## config.mk

```make
export PLATFORM = sky130hd
export DESIGN_NAME = ccff_bitstream_loader
export DESIGN_NICKNAME = d
export VERILOG_FILES = /design/src/rtl/ccff_bitstream_loader.sv
export SDC_FILE = /design/constraint.sdc
export NUM_CORES = 1
export LEC_CHECK = 0
export CELL_PAD_IN_SITES_DETAIL_PLACEMENT = 2
export CELL_PAD_IN_SITES_GLOBAL_PLACEMENT = 2
export CORE_MARGIN = 2
export CORE_UTILIZATION = 37
export CTS_BUF_LIST = sky130_fd_sc_hd__clkbuf_8
export CTS_CLUSTER_SIZE = 30
export DETAILED_ROUTE_END_ITERATION = 12
export HOLD_SLACK_MARGIN = 0.05
export PLACE_DENSITY = 0.94
export RECOVER_POWER = 100
export SYNTH_ARGS = -nofsm -noshare
export SYNTH_HDL_FRONTEND = slang
export SYNTH_SLANG_ARGS = --single-unit
```

## constraint.sdc

```tcl
create_clock -name prog_clk -period 4.2 [get_ports prog_clk]
set_input_delay 1.05 -clock prog_clk [delete_from_list [all_inputs] [get_ports prog_clk]]
set_output_delay 1.05 -clock prog_clk [all_outputs]
set_load 0.02 [all_outputs]
```

## src/rtl/ccff_bitstream_loader.sv

```systemverilog
// Configuration-chain loader: takes bitstream words on a valid/ready port and
// shifts them LSB first onto ccff_head, enabling the chain clock only for valid bits.
module ccff_bitstream_loader #(
   parameter int WORD_W    = 32,
   parameter int CHAIN_LEN = 64,
   parameter int CNT_W     = 16
) (
   input  logic              prog_clk,
   input  logic              PROG_RESET_N,
   input  logic              start,
   input  logic              abort,
   input  logic [WORD_W-1:0] cfg_data,
   input  logic              cfg_valid,
   output logic              cfg_ready,
   output logic              ccff_head,
   output logic              prog_clk_en,
   output logic              IO_ISOL_N,
   output logic              busy,
   output logic              done,
   output logic              err,
   output logic [1:0]        fsm_state
);

   localparam int REM_W = $clog2(WORD_W + 1);
   localparam logic [CNT_W-1:0] CHAIN_LEN_C = CNT_W'(CHAIN_LEN);
   localparam logic [CNT_W-1:0] WORD_W_C    = CNT_W'(WORD_W);

   typedef enum logic [1:0] {
      ST_IDLE = 2'd0,
      ST_LOAD = 2'd1,
      ST_DONE = 2'd2
   } state_t;

   state_t            state;
   logic [WORD_W-1:0] shift_reg;
   logic [REM_W-1:0]  bits_left;
   logic [CNT_W-1:0]  bit_cnt;
   logic [CNT_W-1:0]  committed;
   logic [CNT_W-1:0]  room;
   logic [CNT_W-1:0]  take;
   logic              accept;

   // Handshake: a word transfers at a rising edge where cfg_valid && cfg_ready.
   // cfg_ready is offered while the shift register is empty or on its last bit,
   // the chain still has room, and no abort is pending, so an aborting cycle
   // never swallows a word.
   assign room      = CHAIN_LEN_C - committed;
   assign take      = (room < WORD_W_C) ? room : WORD_W_C;
   assign cfg_ready = (state == ST_LOAD) && !abort && (bits_left == '0) &&
                      (committed < CHAIN_LEN_C);
   assign accept    = cfg_valid && cfg_ready;
   assign fsm_state = state;

   always_ff @(posedge prog_clk or negedge PROG_RESET_N) begin
      if (!PROG_RESET_N) begin
         state       <= ST_IDLE;
         shift_reg   <= '0;
         bits_left   <= '0;
         bit_cnt     <= '0;
         committed   <= '0;
         ccff_head   <= 1'b0;
         prog_clk_en <= 1'b0;
         IO_ISOL_N   <= 1'b0;
         busy        <= 1'b0;
         done        <= 1'b0;
         err         <= 1'b0;
      end else begin
         done <= 1'b0;
         case (state)
            ST_IDLE: begin
               if (start) begin
                  state     <= ST_LOAD;
                  bit_cnt   <= '0;
                  committed <= '0;
                  shift_reg <= '0;
                  bits_left <= '0;
                  err       <= 1'b0;
                  IO_ISOL_N <= 1'b0;
                  busy      <= 1'b1;
               end
            end
            ST_LOAD: begin
               if (abort) begin
                  state       <= ST_IDLE;
                  prog_clk_en <= 1'b0;
                  busy        <= 1'b0;
                  err         <= 1'b1;
                  IO_ISOL_N   <= 1'b0;
                  bits_left   <= '0;
                  shift_reg   <= '0;
               end else if (accept) begin
                  // Only the bits that still fit in the chain are scheduled.
                  ccff_head   <= cfg_data[0];
                  shift_reg   <= cfg_data >> 1;
                  bits_left   <= REM_W'(take - CNT_W'(1));
                  committed   <= committed + take;
                  bit_cnt     <= bit_cnt + CNT_W'(1);
                  prog_clk_en <= 1'b1;
               end else if (bits_left != '0) begin
                  ccff_head   <= shift_reg[0];
                  shift_reg   <= shift_reg >> 1;
                  bits_left   <= bits_left - REM_W'(1);
                  bit_cnt     <= bit_cnt + CNT_W'(1);
                  prog_clk_en <= 1'b1;
               end else if (bit_cnt == CHAIN_LEN_C) begin
                  state       <= ST_DONE;
                  prog_clk_en <= 1'b0;
                  busy        <= 1'b0;
                  done        <= 1'b1;
                  IO_ISOL_N   <= 1'b1;
               end else begin
                  // Input stall: chain frozen, ccff_head holds.
                  prog_clk_en <= 1'b0;
               end
            end
            ST_DONE: state <= ST_IDLE;
            default: state <= ST_IDLE;
         endcase
      end
   end

endmodule

```

### Word-level counts from Yosys, hierarchy flattened

Index checks and enable logic that the tools add are counted.

* bitwise gates (word level): 1
* multiplexer cells: 49
* magnitude comparators: 2
* equal/unequal tests: 11
* add/subtract/negate cells: 5
* reduce and logical (&&, ||, !) cells: 17

Operators by type and width (count)
* 32-bit 2-to-1 mux: 4
* 16-bit 2-to-1 mux: 7
* 16-bit one-hot mux with 2 select lines: 2
* 32-bit one-hot mux with 2 select lines: 1
* 6-bit 2-to-1 mux: 4
* 1-bit 2-to-1 mux: 21
* 16-bit by 1-bit adder with 16-bit output, second input constant: 1
* 16-bit adder: 1
* 16-bit by 7-bit == test with 1-bit output, second input constant: 1
* 16-bit by 6-bit less-than comparator with 1-bit output, second input constant: 1
* 16-bit by 7-bit less-than comparator with 1-bit output, second input constant: 1
* 7-bit by 16-bit subtractor with 16-bit output, first input constant: 1
* 6-bit one-hot mux with 2 select lines: 1
* 4-bit AND reduction: 3
* 6-bit by 1-bit subtractor with 6-bit output, second input constant: 2
* 2-bit 2-to-1 mux: 5
* 3-bit AND reduction: 3
* 2-bit != test, second input constant: 4
* 6-bit zero test: 1
* 3-bit by 2-bit != test with 1-bit output, second input constant: 2
* 3-bit != test, second input constant: 2
* 1-bit one-hot mux with 2 select lines: 3
* 6-bit nonzero test: 1
* 5-bit AND reduction: 1
* 8 further kinds: 12

* register bits: 78
* word-level logic and storage cells: 96
* bits of input ports: 37
* output and inout bits: 9

### Longest topological paths before layout

* word-level depth: 8
* depth in mapped cells: 19
* depth with buffers taken out: 17

### Least setup slack after synthesis

Ideal clock, no wire load.

* path kind: reg-to-reg
* from: register committed[1]
* to: register bits_left[4]
* arrival: 3.392 ns
* clock period less this slack: 3.474 ns
* cell stages (with the launch flop): 19
* library setup time: 0.083 ns
* required time: 4.117 ns
* slack: 0.726 ns
* path buffers: 3
* path through: dfrtp_1 > or3_1 > clkbuf_1 > o41ai_2 > a21oi_1 > a2111oi_2 > and4bb_1 > buf_6 > and2_4 > buf_6 > a21oi_1 > ha_1 > nand2b_1 > nor2_1 > nand3b_1 > nor2_1 > a221oi_1 > a21oi_1 > o21ai_0

* longest elaborated chain between the ends: 7
* elaborated cells between the ends (all ways): 12
* those cells by class: 2 x add/sub; 2 x order compare; 1 x eq/ne; 4 x mux; 3 x reduce/logical

RTL lines
* start, declared: RTL line 38 `logic [CNT_W-1:0] committed;`
* start signal, assigned: RTL line 96 `committed <= committed + take;`
* 7-bit by 16-bit subtractor with 16-bit output: RTL line 47 `assign room = CHAIN_LEN_C - committed;`
* 16-bit by 6-bit less-than comparator with 1-bit output: RTL line 48 `assign take = (room < WORD_W_C) ? room : WORD_W_C;`
* 16-bit 2-to-1 mux: RTL line 48
* 6-bit by 1-bit subtractor with 6-bit output: RTL line 95 `bits_left <= REM_W'(take - CNT_W'(1));`
* 6-bit 2-to-1 mux: RTL line 91 `end else if (accept) begin`
* 6-bit 2-to-1 mux: RTL line 83 `if (abort) begin`
* 6-bit one-hot mux with 2 select lines: RTL line 69 `case (state)`
* end signal, assigned: RTL line 95
* end signal, assigned: RTL line 102 `bits_left <= bits_left - REM_W'(1);`
* end, declared: RTL line 36 `logic [REM_W-1:0] bits_left;`

Several ways; a longest one is shown, not always the timed one.
A chain may end at the register's enable or synchronous reset.

### Worst setup path after layout

* from: input port abort
* to: output port cfg_ready

* longest elaborated chain between the ends: 4

RTL lines
* start, declared: RTL line 11 `input logic abort,`
* 1-bit zero test: RTL line 49 `assign cfg_ready = (state == ST_LOAD) && !abort && (bits_left == '0) &&`
* 1-bit logical AND (3 in series): RTL line 49
* end, declared: RTL line 14 `output logic cfg_ready,`

No other way between the ends.

==> impl_metrics.env <==
export IMPL_async_flop_share_pct=100
export IMPL_final_fill_count=1164
export IMPL_nNetsFinal=527
export IMPL_outcome="finished, violations left"
export IMPL_h_tree_depth=3
export IMPL_crit_path_cell_trace="dlygate4sd3_1, inv_1, nand3_1, nor3_1, and3_1, clkdlybuf4s50_1"
export IMPL_antenna_found_initial=0
export IMPL_cts_tree="yes"
export IMPL_final_common_cell="dfrtp_1"
export IMPL_vias_per_cell=5.67
export IMPL_largest_register_ff_count=31
export IMPL_die_w_um=110
export IMPL_cts_buffers=9
export IMPL_power_uw=2140
export IMPL_violations="capacitance limit, slew limit"
export IMPL_hold_viol=0
export IMPL_path_class="in -> out"
export IMPL_core_um2=10900
export IMPL_fmax_ghz=0.247
export IMPL_reg2reg_depth=15
export IMPL_wirelength_um=13500
export IMPL_endpoint_kind="primary output"
export IMPL_clk_latency_ns=0.38
export IMPL_synth_cells=436
export IMPL_num_vias=3526
export IMPL_design_area_um2=4930
export IMPL_required_ns=3.15
export IMPL_insertedDiodeCount=0
export IMPL_place_area_um2=4720
export IMPL_pin_count=46
export IMPL_cp_arrival_ns=3.01
export IMPL_maxSlewViolCount=78
export IMPL_ir_worst_vdd_mv=0.161
export IMPL_row_count=38
export IMPL_worst_pin_slew_ns=2.00
export IMPL_ctsRootBufferMaster="clkbuf_8"
export IMPL_finalSetupViolCount=0
export IMPL_clock_sinks=77
export IMPL_rsz0062_at_grt="true"
export IMPL_setup_tns_ns=0
export IMPL_initial_core_util_pct=38.0
export IMPL_grt_max_degree=78
export IMPL_synth_seq_cells=77
export IMPL_min_path_type="reg -> reg"
export IMPL_synth_cell_types=55
export IMPL_dieHeight_um=110
export IMPL_grt_pass1_wl_um=22100
export IMPL_ys_warn_count=0
export IMPL_synth_edf_count=0
export IMPL_post_route_drc_count=0
export IMPL_clkTransAtPathRegs_ns=0.07
export IMPL_port_buffers=45
export IMPL_postRouteAntennaNets=0
export IMPL_cp_max_fo=4
export IMPL_seq_area_frac_synth_pct=46.6
export IMPL_gp_routability_congestion=0.811
export IMPL_powerDensity_nw_per_um2=435
export IMPL_syn_to_final_growth_pct=19.1
export IMPL_drtPass1Iterations=4
export IMPL_hold_buffers=0
export IMPL_final_cell_mix="dfrtp_1, nand2_1, o21ai_0"
export IMPL_avgSynthCellArea_um2=9.49
export IMPL_die_area_um2=12000
export IMPL_hpwlAfterDp_um=9220
export IMPL_fin_skew_ns=0.00601
export IMPL_syn_nets=483
export IMPL_grt_overflow=0
export IMPL_grt_pass1_vias=4053
export IMPL_gr_usage_all_layers_pct=24.4
export IMPL_drt_iter0_markers=127
export IMPL_drive_gt1_share_pct=7.88
export IMPL_relSlewSlack_pct=-33.6
export IMPL_fin_crit_sh_pct=96.6
export IMPL_min_period_ns=4.06
export IMPL_routedWlPerCell_um=21.6
export IMPL_whs_ns=0.497
export IMPL_crit_path_max_incr_delay_ns=0.60
export IMPL_whs_path_depth=2
export IMPL_worstSetupStartpointType="primary input"
export IMPL_cap_violations=1
export IMPL_p_leak_uw=0.00235
export IMPL_critPathSlowestCell="dlygate4sd3_1"
export IMPL_synth_area_um2=4140
export IMPL_cts_buffer_depth=2
export IMPL_synth_main_ff_cell="dfrtp_1"
==> critical path, delay by kind of cell <==
family | cells | cell delay (ns)
and+or+nand+nor | 3 | 0.67
buffers and inverters | 3 | 1.28
==> power by group <==
part / total [uW] / switching (uW) / internal, uW
combinational: 690 / 426 / 264
clock: 582 / 286 / 296
sequential: 871 / 70.3 / 800
total: 2140 / 782 / 1360
==> area by class of cell <==
cell class	instances	area, um2	share of cell area, %
Multi-Input combinational cell	326	2090	42.4
Sequential cell	77	1930	39.1
Timing Repair Buffer	55	507	10.3
Tap cell	140	175	3.56
Clock buffer	11	151	3.07
Inverter	11	41.3	0.838
Clock inverter	2	35.0	0.711
==> metal layers <==
layer	GRT usage, %	up-vias	routed length (um)
li1	-	1620	-
met1	28.3	1835	5430
met2	43.6	43	7310
met3	4.86	28	283
met4	10.4	0	423
met5	0	-	0
==> Yosys cell counts, types with 2 or more instances <==
master | instances | area (um2)
dfrtp_1 | 77 | 1930
nand2_1 | 59 | 221
o21ai_0 | 48 | 240
mux2i_1 | 35 | 350
nor2_1 | 33 | 124
a21oi_1 | 23 | 115
clkbuf_1 | 15 | 56.3
xor2_1 | 12 | 105
and2_1 | 11 | 68.8
inv_1 | 11 | 41.3
ha_1 | 9 | 113
nand3_1 | 9 | 45.0
nor3_1 | 8 | 40.0
nand4_1 | 7 | 43.8
xnor2_1 | 7 | 61.3
or3_1 | 6 | 37.5
a31oi_1 | 5 | 31.3
and3_1 | 5 | 31.3
a221oi_1 | 3 | 26.3
a22o_1 | 3 | 26.3
buf_2 | 3 | 15.0
buf_6 | 3 | 33.8
nor3b_1 | 3 | 22.5
nor4_1 | 3 | 18.8
o31ai_1 | 3 | 22.5
a211oi_1 | 2 | 15.0
nand2b_1 | 2 | 12.5
nor2b_1 | 2 | 12.5
o21ai_1 | 2 | 10.0
or4_1 | 2 | 15.0
==> per-stage QoR <==
| stage | utilization, % | setup WS [ns] | std cells |
|---|---|---|---|
| finish | 45.2 | 0.144 | 622 |
| global route | 45.2 | -0.0852 | 622 |
| CTS | 45.1 | 0.0513 | 622 |
| detailed placement | 43.4 | 0.0208 | 609 |
| global placement | 43.4 | 0.372 | 609 |
| floorplan | - | 0.726 | 436 |
==> cell families after synthesis <==
| logic type | after synthesis | share of synthesized area [%] |
|---|---|---|
| adders and majority gates | 10 | 3.21 |
| and+or+nand+nor | 161 | 19.2 |
| buffers and inverters | 33 | 3.72 |
| AOI/OAI and AO/OA | 99 | 14.1 |
| muxes | 37 | 9.10 |
| DFF | 77 | 46.6 |
| xor gates and xnor gates | 19 | 4.02 |
==> path summary, 6_finish.rpt <==
check,from,end,slack [ns]
setup / recovery,abort,cfg_ready,0.14
min in group asynchronous,PROG_RESET_N,shift_reg[5]$_DFFE_PN0P_,1.22
hold reg to reg,shift_reg[27]$_DFFE_PN0P_,shift_reg[27]$_DFFE_PN0P_,0.50
max in group asynchronous,PROG_RESET_N,committed[2]$_DFFE_PN0P_,1.79
hold / removal,shift_reg[27]$_DFFE_PN0P_,shift_reg[27]$_DFFE_PN0P_,0.50
setup reg to reg,committed[1]$_DFFE_PN0P_,bits_left[4]$_DFFE_PN0P_,0.15
==> repair_timing <==
action | in CTS | in global routing
endpoints found under the setup margin | 0 | 3
resized for setup | 0 | 6
buffers inserted | 0 | 0
(Power assumes the default switching activity.)
